===== src/rtl/mips_pkg.sv =====
// Shared MIPS pipeline definitions: default bus widths, the $0 register index
// and the register-index type used by the decoder, hazard unit and register file.
package mips_pkg;

   localparam int unsigned MIPS_DW = 32;
   localparam int unsigned MIPS_AW = 5;

   // Architectural zero register; reads as 0, writes are dropped.
   localparam logic [MIPS_AW-1:0] REG_ZERO = 5'd0;

   typedef logic [MIPS_AW-1:0] reg_idx_t;

endpackage


===== src/rtl/wb_mux.sv =====
// Write-back select: memory read data or ALU result. Also reused by the
// forwarding path, so it carries no state and no enable.
module wb_mux #(
   parameter int unsigned DW = 32
) (
   input  logic          sel,
   input  logic [DW-1:0] mem_data,
   input  logic [DW-1:0] alu_data,
   output logic [DW-1:0] wb_data
);

   // 2:1 select, always driven regardless of the write enable
   always_comb begin
      wb_data = sel ? mem_data : alu_data;
   end

endmodule


===== src/rtl/wb_regfile.sv =====
// MIPS write-back stage plus 32-entry general-purpose register file.
// One write port fed from MEM/WB, two combinational read ports for ID.
// Define WB_REGFILE_BYPASS_EN to forward the value being written this cycle
// straight to the read ports, removing the WB->ID stall.
module wb_regfile
   import mips_pkg::*;
#(
   parameter int unsigned DW = MIPS_DW,
   parameter int unsigned AW = MIPS_AW
) (
   input  logic          clk,
   input  logic          rst,
   input  logic          MemtoReg4,
   input  logic          RegWrite4,
   input  logic [DW-1:0] Data_out4,
   input  logic [DW-1:0] ALU_out4,
   input  logic [AW-1:0] RW4,
   input  logic [AW-1:0] RA,
   input  logic [AW-1:0] RB,
   output logic [DW-1:0] busA,
   output logic [DW-1:0] busB,
   output logic [DW-1:0] busW
);

   localparam int unsigned   Depth   = 2 ** AW;
   localparam logic [AW-1:0] IdxZero = AW'(REG_ZERO);

   logic [DW-1:0] regs [Depth];
   logic          wr_en;

   wb_mux #(
      .DW(DW)
   ) u_wb_mux (
      .sel      (MemtoReg4),
      .mem_data (Data_out4),
      .alu_data (ALU_out4),
      .wb_data  (busW)
   );

   // Writes to $0 never reach the array, so entry 0 stays zero forever
   assign wr_en = RegWrite4 && (RW4 != IdxZero);

   // Register array: async clear of every entry, single write port
   always_ff @(posedge clk or negedge rst) begin
      if (!rst) begin
         for (int i = 0; i < int'(Depth); i++) begin
            regs[i] <= '0;
         end
      end else if (wr_en) begin
         regs[RW4] <= busW;
      end
   end

   // Read ports: $0 forced to zero, optional same-cycle write bypass
   always_comb begin
      busA = (RA == IdxZero) ? '0 : regs[RA];
      busB = (RB == IdxZero) ? '0 : regs[RB];
`ifdef WB_REGFILE_BYPASS_EN
      // Bypass is gated by rst so the ports still read 0 while in reset
      if (rst && wr_en && (RW4 == RA)) busA = busW;
      if (rst && wr_en && (RW4 == RB)) busB = busW;
`endif
   end

endmodule

===== config.mk =====
export PLATFORM = sky130hd
export DESIGN_NAME = wb_regfile
export DESIGN_NICKNAME = d
export VERILOG_FILES = /design/src/rtl/mips_pkg.sv /design/src/rtl/wb_mux.sv /design/src/rtl/wb_regfile.sv
export SDC_FILE = /design/constraint.sdc
export NUM_CORES = 2
export LEC_CHECK = 0
export ABC_AREA = 1
export CAP_MARGIN = 20
export CORE_ASPECT_RATIO = 1.2
export CORE_MARGIN = 4
export CORE_UTILIZATION = 40
export CTS_BUF_LIST = sky130_fd_sc_hd__clkbuf_4
export CTS_CLUSTER_SIZE = 12
export DETAILED_ROUTE_END_ITERATION = 10
export SLEW_MARGIN = 10
export SYNTH_ARGS = -nofsm -noshare
export SYNTH_HDL_FRONTEND = slang
export SYNTH_SLANG_ARGS = --single-unit

===== constraint.sdc =====
create_clock -name clk -period 4 [get_ports clk]
set_input_delay 0.8 -clock clk [delete_from_list [all_inputs] [get_ports clk]]
set_output_delay 0.8 -clock clk [all_outputs]
set_load 0.05 [all_outputs]

=== Word-level counts from Yosys, hierarchy flattened ===
Cells that the tools add are included.

* Flip-flop bits (word level): 1,024
* Input port bits: 83
* Output and inout bits: 96
* Word-level logic and storage cells: 56

* Order comparisons: 4
* Multiplexer cells: 12
* Bitwise operators: 3
* Reduce and logical (&&, ||, !) cells: 5

{| class="wikitable"
|+ Operator list
! kind !! number
|-
| $bwmux 1024 || 1
|-
| $bmux 32 s5 || 2
|-
| $mux 32 || 8
|-
| $demux 32 s5 || 1
|-
| $ge 6x6->1 const B || 3
|-
| $not 5->6 || 3
|-
| $logic_not 5->1 || 2
|-
| $lt 6x1->1 const B || 1
|-
| $reduce_bool 5->1 || 1
|-
| $logic_and 1x1->1 || 2
|}

=== Logic depth before layout (Yosys ltp) ===
* Depth in word-level cells: 6
* Depth in mapped cells: 13
* Mapped depth without buffers: 9

=== Modules after synthesis ===
A second synthesis with hierarchy kept.

* Cells, all modules: 8,431
* Area total of the unflattened synthesis: 57,496.4 µm²

{| class="wikitable"
|+ Modules (own cells, without submodules)
! module !! times used !! cells an instance !! area an instance (µm²) !! seq. area each (µm²)
|-
| wb_regfile || 1 || 8,327 || 57,004.7 || 25,624.6
|-
| wb_mux || 1 || 104 || 491.7 || 0.0
|}

=== Worst setup path after synthesis ===
No wires, ideal clock.

* Path type: input port to output port
* From: in RA[1]
* To: out busA[23]
* Arrival: 2.542 ns
* Data required time: 3.200 ns
* Path slack: 0.658 ns
* Stages: 10
* Path buffers: 3
* Path through: buf_2 -> inv_2 -> buf_4 -> clkbuf_1 -> o211ai_1 -> nand3_1 -> nand3_1 -> nand2_1 -> nand2_1 -> nor2_1

* Longest elaborated chain between the ends: 5

{| class="wikitable"
|+ Ends and longest elaborated chain
! what !! RTL line !! source
|-
| start: declaration || wb_regfile.sv:18 || <nowiki>input logic [AW-1:0] RA,</nowiki>
|-
| $not 5->6 (not written as such) || wb_regfile.sv:56 || <nowiki>busA = (RA == IdxZero) ? '0 : regs[RA];</nowiki>
|-
| $bmux 32 s5 || wb_regfile.sv:56 ||
|-
| $mux 32 (not written as such) (2 in a row) || wb_regfile.sv:56 ||
|-
| $mux 32 (*) || wb_regfile.sv:56 ||
|-
| end: declaration || wb_regfile.sv:20 || <nowiki>output logic [DW-1:0] busA,</nowiki>
|}

Every way passes the cells marked *; elsewhere a longest branch is shown, timed or not. The select of a mux whose other input is x is not followed.

=== Worst setup path after layout ===
* From: reg regs[426] in the netlist's numbering
* To: out busA[10]

* Longest elaborated chain between the ends: 4

{| class="wikitable"
|+ Ends and longest elaborated chain
! what !! RTL line !! source
|-
| start: declaration || wb_regfile.sv:28 || <nowiki>logic [DW-1:0] regs [Depth];</nowiki>
|-
| start signal: indexed assignment || wb_regfile.sv:50 || <nowiki>regs[RW4] <= busW;</nowiki>
|-
| $bmux 32 s5 || wb_regfile.sv:56 ||
|-
| $mux 32 (not written as such) (2 in a row) || wb_regfile.sv:56 ||
|-
| $mux 32 || wb_regfile.sv:56 ||
|}

No other way between the ends. The select of a mux whose other input is x is not followed.

==> run_results.csv <==
group,metric,value,unit
run_status,outcome,"completed",
floorplan,chipHeight,426.4,um
power_and_ir_drop,ir_worst_vdd,318.8,uV
worst_setup_path,reg2reg_slack,3240,ps
worst_setup_path,cp_slowest_stage_delay,450,ps
floorplan,core_area,144900,um2
final_layout,drive_above_1_share,10.85,%
clock_network,cts_setup_buffers,0,
worst_setup_path,worstPathMaxFanout,2,
worst_setup_path,cp.required,3200,ps
detailed_routing,dr.pass1.iters,10,
final_layout,reg.largest.list,"regs (1024)",
clock_network,hold_buffers,1,
sta,tightest_slew,812.3,ps
sta,post-route-period-util,95.35,%
sta,finClkSkew,0,ps
clock_network,root_buffer,"clkbuf_4",
detailed_routing,ant_nets,0,
detailed_routing,wire_per_inst,22.49,um
sta,hold_violations,0,
clock_network,clkTransAtPathRegs,70,ps
synth,synth_area,58340,um2
grt,antenna_found_initial,9,
detailed_routing,viasPerCell,5.662,
worst_setup_path,arrival,3010,ps
floorplan,dieArea,152100,um2
worst_setup_path,cp_slowest_cell,"nor2_1",
clock_network,clk-insertion-delay-late,1250,ps
clock_network,cts_buffer_depth,4,
synth,syn_inst,8472,
floorplan,rows,153,
sta,slew_headroom,45.84,%
synth,synthTopCellsByArea,"dfrtp_1, nand2_1, o21ai_0",
worst_setup_path,crit_type,"reg -> out",
sta,maxSlewViolCount,0,
floorplan,initial_core_util,40.26,%
sta,grt_setup_unrepaired,"false",
clock_network,cts_tree,"done",
worst_setup_path,crit_path_start_kind,"flop",
worst_setup_path,critPathBufInv,2,
sta,timing.setup.tns,0,ps
synth,synth.avg_cell_area,6.886,um2
sta,finalCriticalPeriod,3814,ps
clock_network,cts_resized,0,
sta,max_freq,262.2,MHz
final_layout,area_delta_synth_final,14.67,%
synth,ys_types,29,
placed_design,place_congestion,0.8571,
synth,yosysMostFrequentCell,"nand2_1",
clock_network,clock_sinks,1024,
grt,grt_max_degree,103,
placed_design,port_buffers,178,
final_layout,fillers,14689,
synth,yosys-top-cells-count,"nand2_1, dfrtp_1, o21ai_0, nand3_1, nor2_1",
synth,yosysWarnings,0,
synth,synth.net_count,8555,
placed_design,dp_hpwl,136900,um
final_layout,finalNonFillerCells,10644,
grt,grt_pass1_vias,57338,
worst_setup_path,cpLargestDelayFamily,"simple AND/OR/NAND/NOR gates",
detailed_routing,num_vias,60263,
final_layout,largest_register_ffs,1024,
floorplan,pin_count,179,
final_layout,final_nets,8600,
power_and_ir_drop,p_leak,31.60,nW
final_layout,top_register,"regs",
synth,synth.top_cell.area_share,43.92,%
detailed_routing,drc,0,
placed_design,place_inst,10153,
synth,synth_flop_cell,"dfrtp_1",
grt,grt-ovfl-total,0,
detailed_routing,drt_wl_total,239300,um
synth,ys_seq_area_share,43.92,%
synth,synth_edf_count,0,
clock_network,cts_buffers,298,
synth,synthArstFlopShare,100.0,%
sta,setup_viol,0,
run,cap_violations,0,
hold_path,hold_class,"in -> async",
detailed_routing,drt-initial-drc-count,7741,
power_and_ir_drop,pwr_density_cell,473.0,nW/um2
synth,synth_top_area_cell,"dfrtp_1",
clock_network,htreeDepth,5,
floorplan,dieWidth,356.6,um
grt,grt_pass1_wl,357400,um
worst_setup_path,crit_top_cell,"nand2_1",
worst_setup_path,end_kind,"primary output",
grt,track_usage,30.87,%
worst_setup_path,worstPathCellList,"inv_1, o21ai_0, nand2_1, nand3_1, nor2_1, nand2_1, nand2_1, nor2_1, buf_4",
synth,yosys_register_bits,1024,
power by group:
part | internal (mW) | switching (mW)
logic | 2.86 | 4.97
clock network | 4.82 | 4.77
registers | 12.7 | 1.55
kinds of logic (layout without fill, tap and decap cells):
group / count (synthesis) / after routing / synth area share, %
other: 0 / 8 / 0
AND/OR/NAND/NOR: 4466 / 4466 / 31.07
flip-flops: 1024 / 1024 / 43.92
buffers and inverters: 1248 / 1475 / 8.926
AO/OA/AOI/OAI: 1734 / 1734 / 16.08
path summary, 6_finish.rpt:
path / start / cells past startpoint / end
max: regs[426] / 9 / busA[10]
min: rst / 2 / regs[102]
max reg2reg: regs[764] / 2 / regs[764]
min reg2reg: regs[1019] / 0 / regs[1019]
max in group asynchronous: rst / 3 / regs[670]
min in group clk: regs[1019] / 0 / regs[1019]
layout by cell type, fill, tap and decap left out, types with 16 or more instances in the layout:
master and instances:
a21oi_2 56, o211ai_1 185, clkdlybuf4s50_1 70, dfrtp_1 1024, inv_2 16, nand2_1 2850
clkinv_1 58, buf_12 162, nand3_1 899, o21ai_0 919, clkbuf_4 416, buf_4 226
nor2_4 21, nor2_1 665, inv_1 499, a21oi_1 561
final cells by class:
type	instances	area [um2]	share of cell area [%]
diodes	8	20.02	0.02992
clock buffers	416	3123	4.668
clock inverters	66	284.0	0.4245
inverters	525	2009	3.004
multi-input cells	6200	27660	41.35
flip-flops and latches	1024	25620	38.30
well taps	1937	2424	3.623
repair buffers	468	5752	8.598
per-stage QoR:
step | hold slack, ps | util [%] | total power [mW] | cell area (um2) | setup slack [ps]
2_1_floorplan | 450.5 | - | 19.31 | 58340 | 658.3
3_3_place_gp | 386.7 | 43.79 | 21.84 | 63460 | 276.4
3_5_place_dp | 389.5 | 43.79 | 22.06 | 63460 | 285.2
4_1_cts | 65.00 | 46.15 | 31.72 | 66880 | 85.44
5_1_grt | 154.1 | 46.15 | 33.62 | 66880 | 21.32
6_report | 175.8 | 46.17 | 31.65 | 66900 | 186.0
routing by layer:
| layer | GRT usage, % | share of wire [%] |
|---|---|---|
| met2 | 47.48 | 44 |
| met4 | 13.76 | 4.3 |
| met5 | 0 | 0.0042 |
| met1 | 41.14 | 40 |
| met3 | 7.680 | 11 |
(Power assumes the default switching activity.)
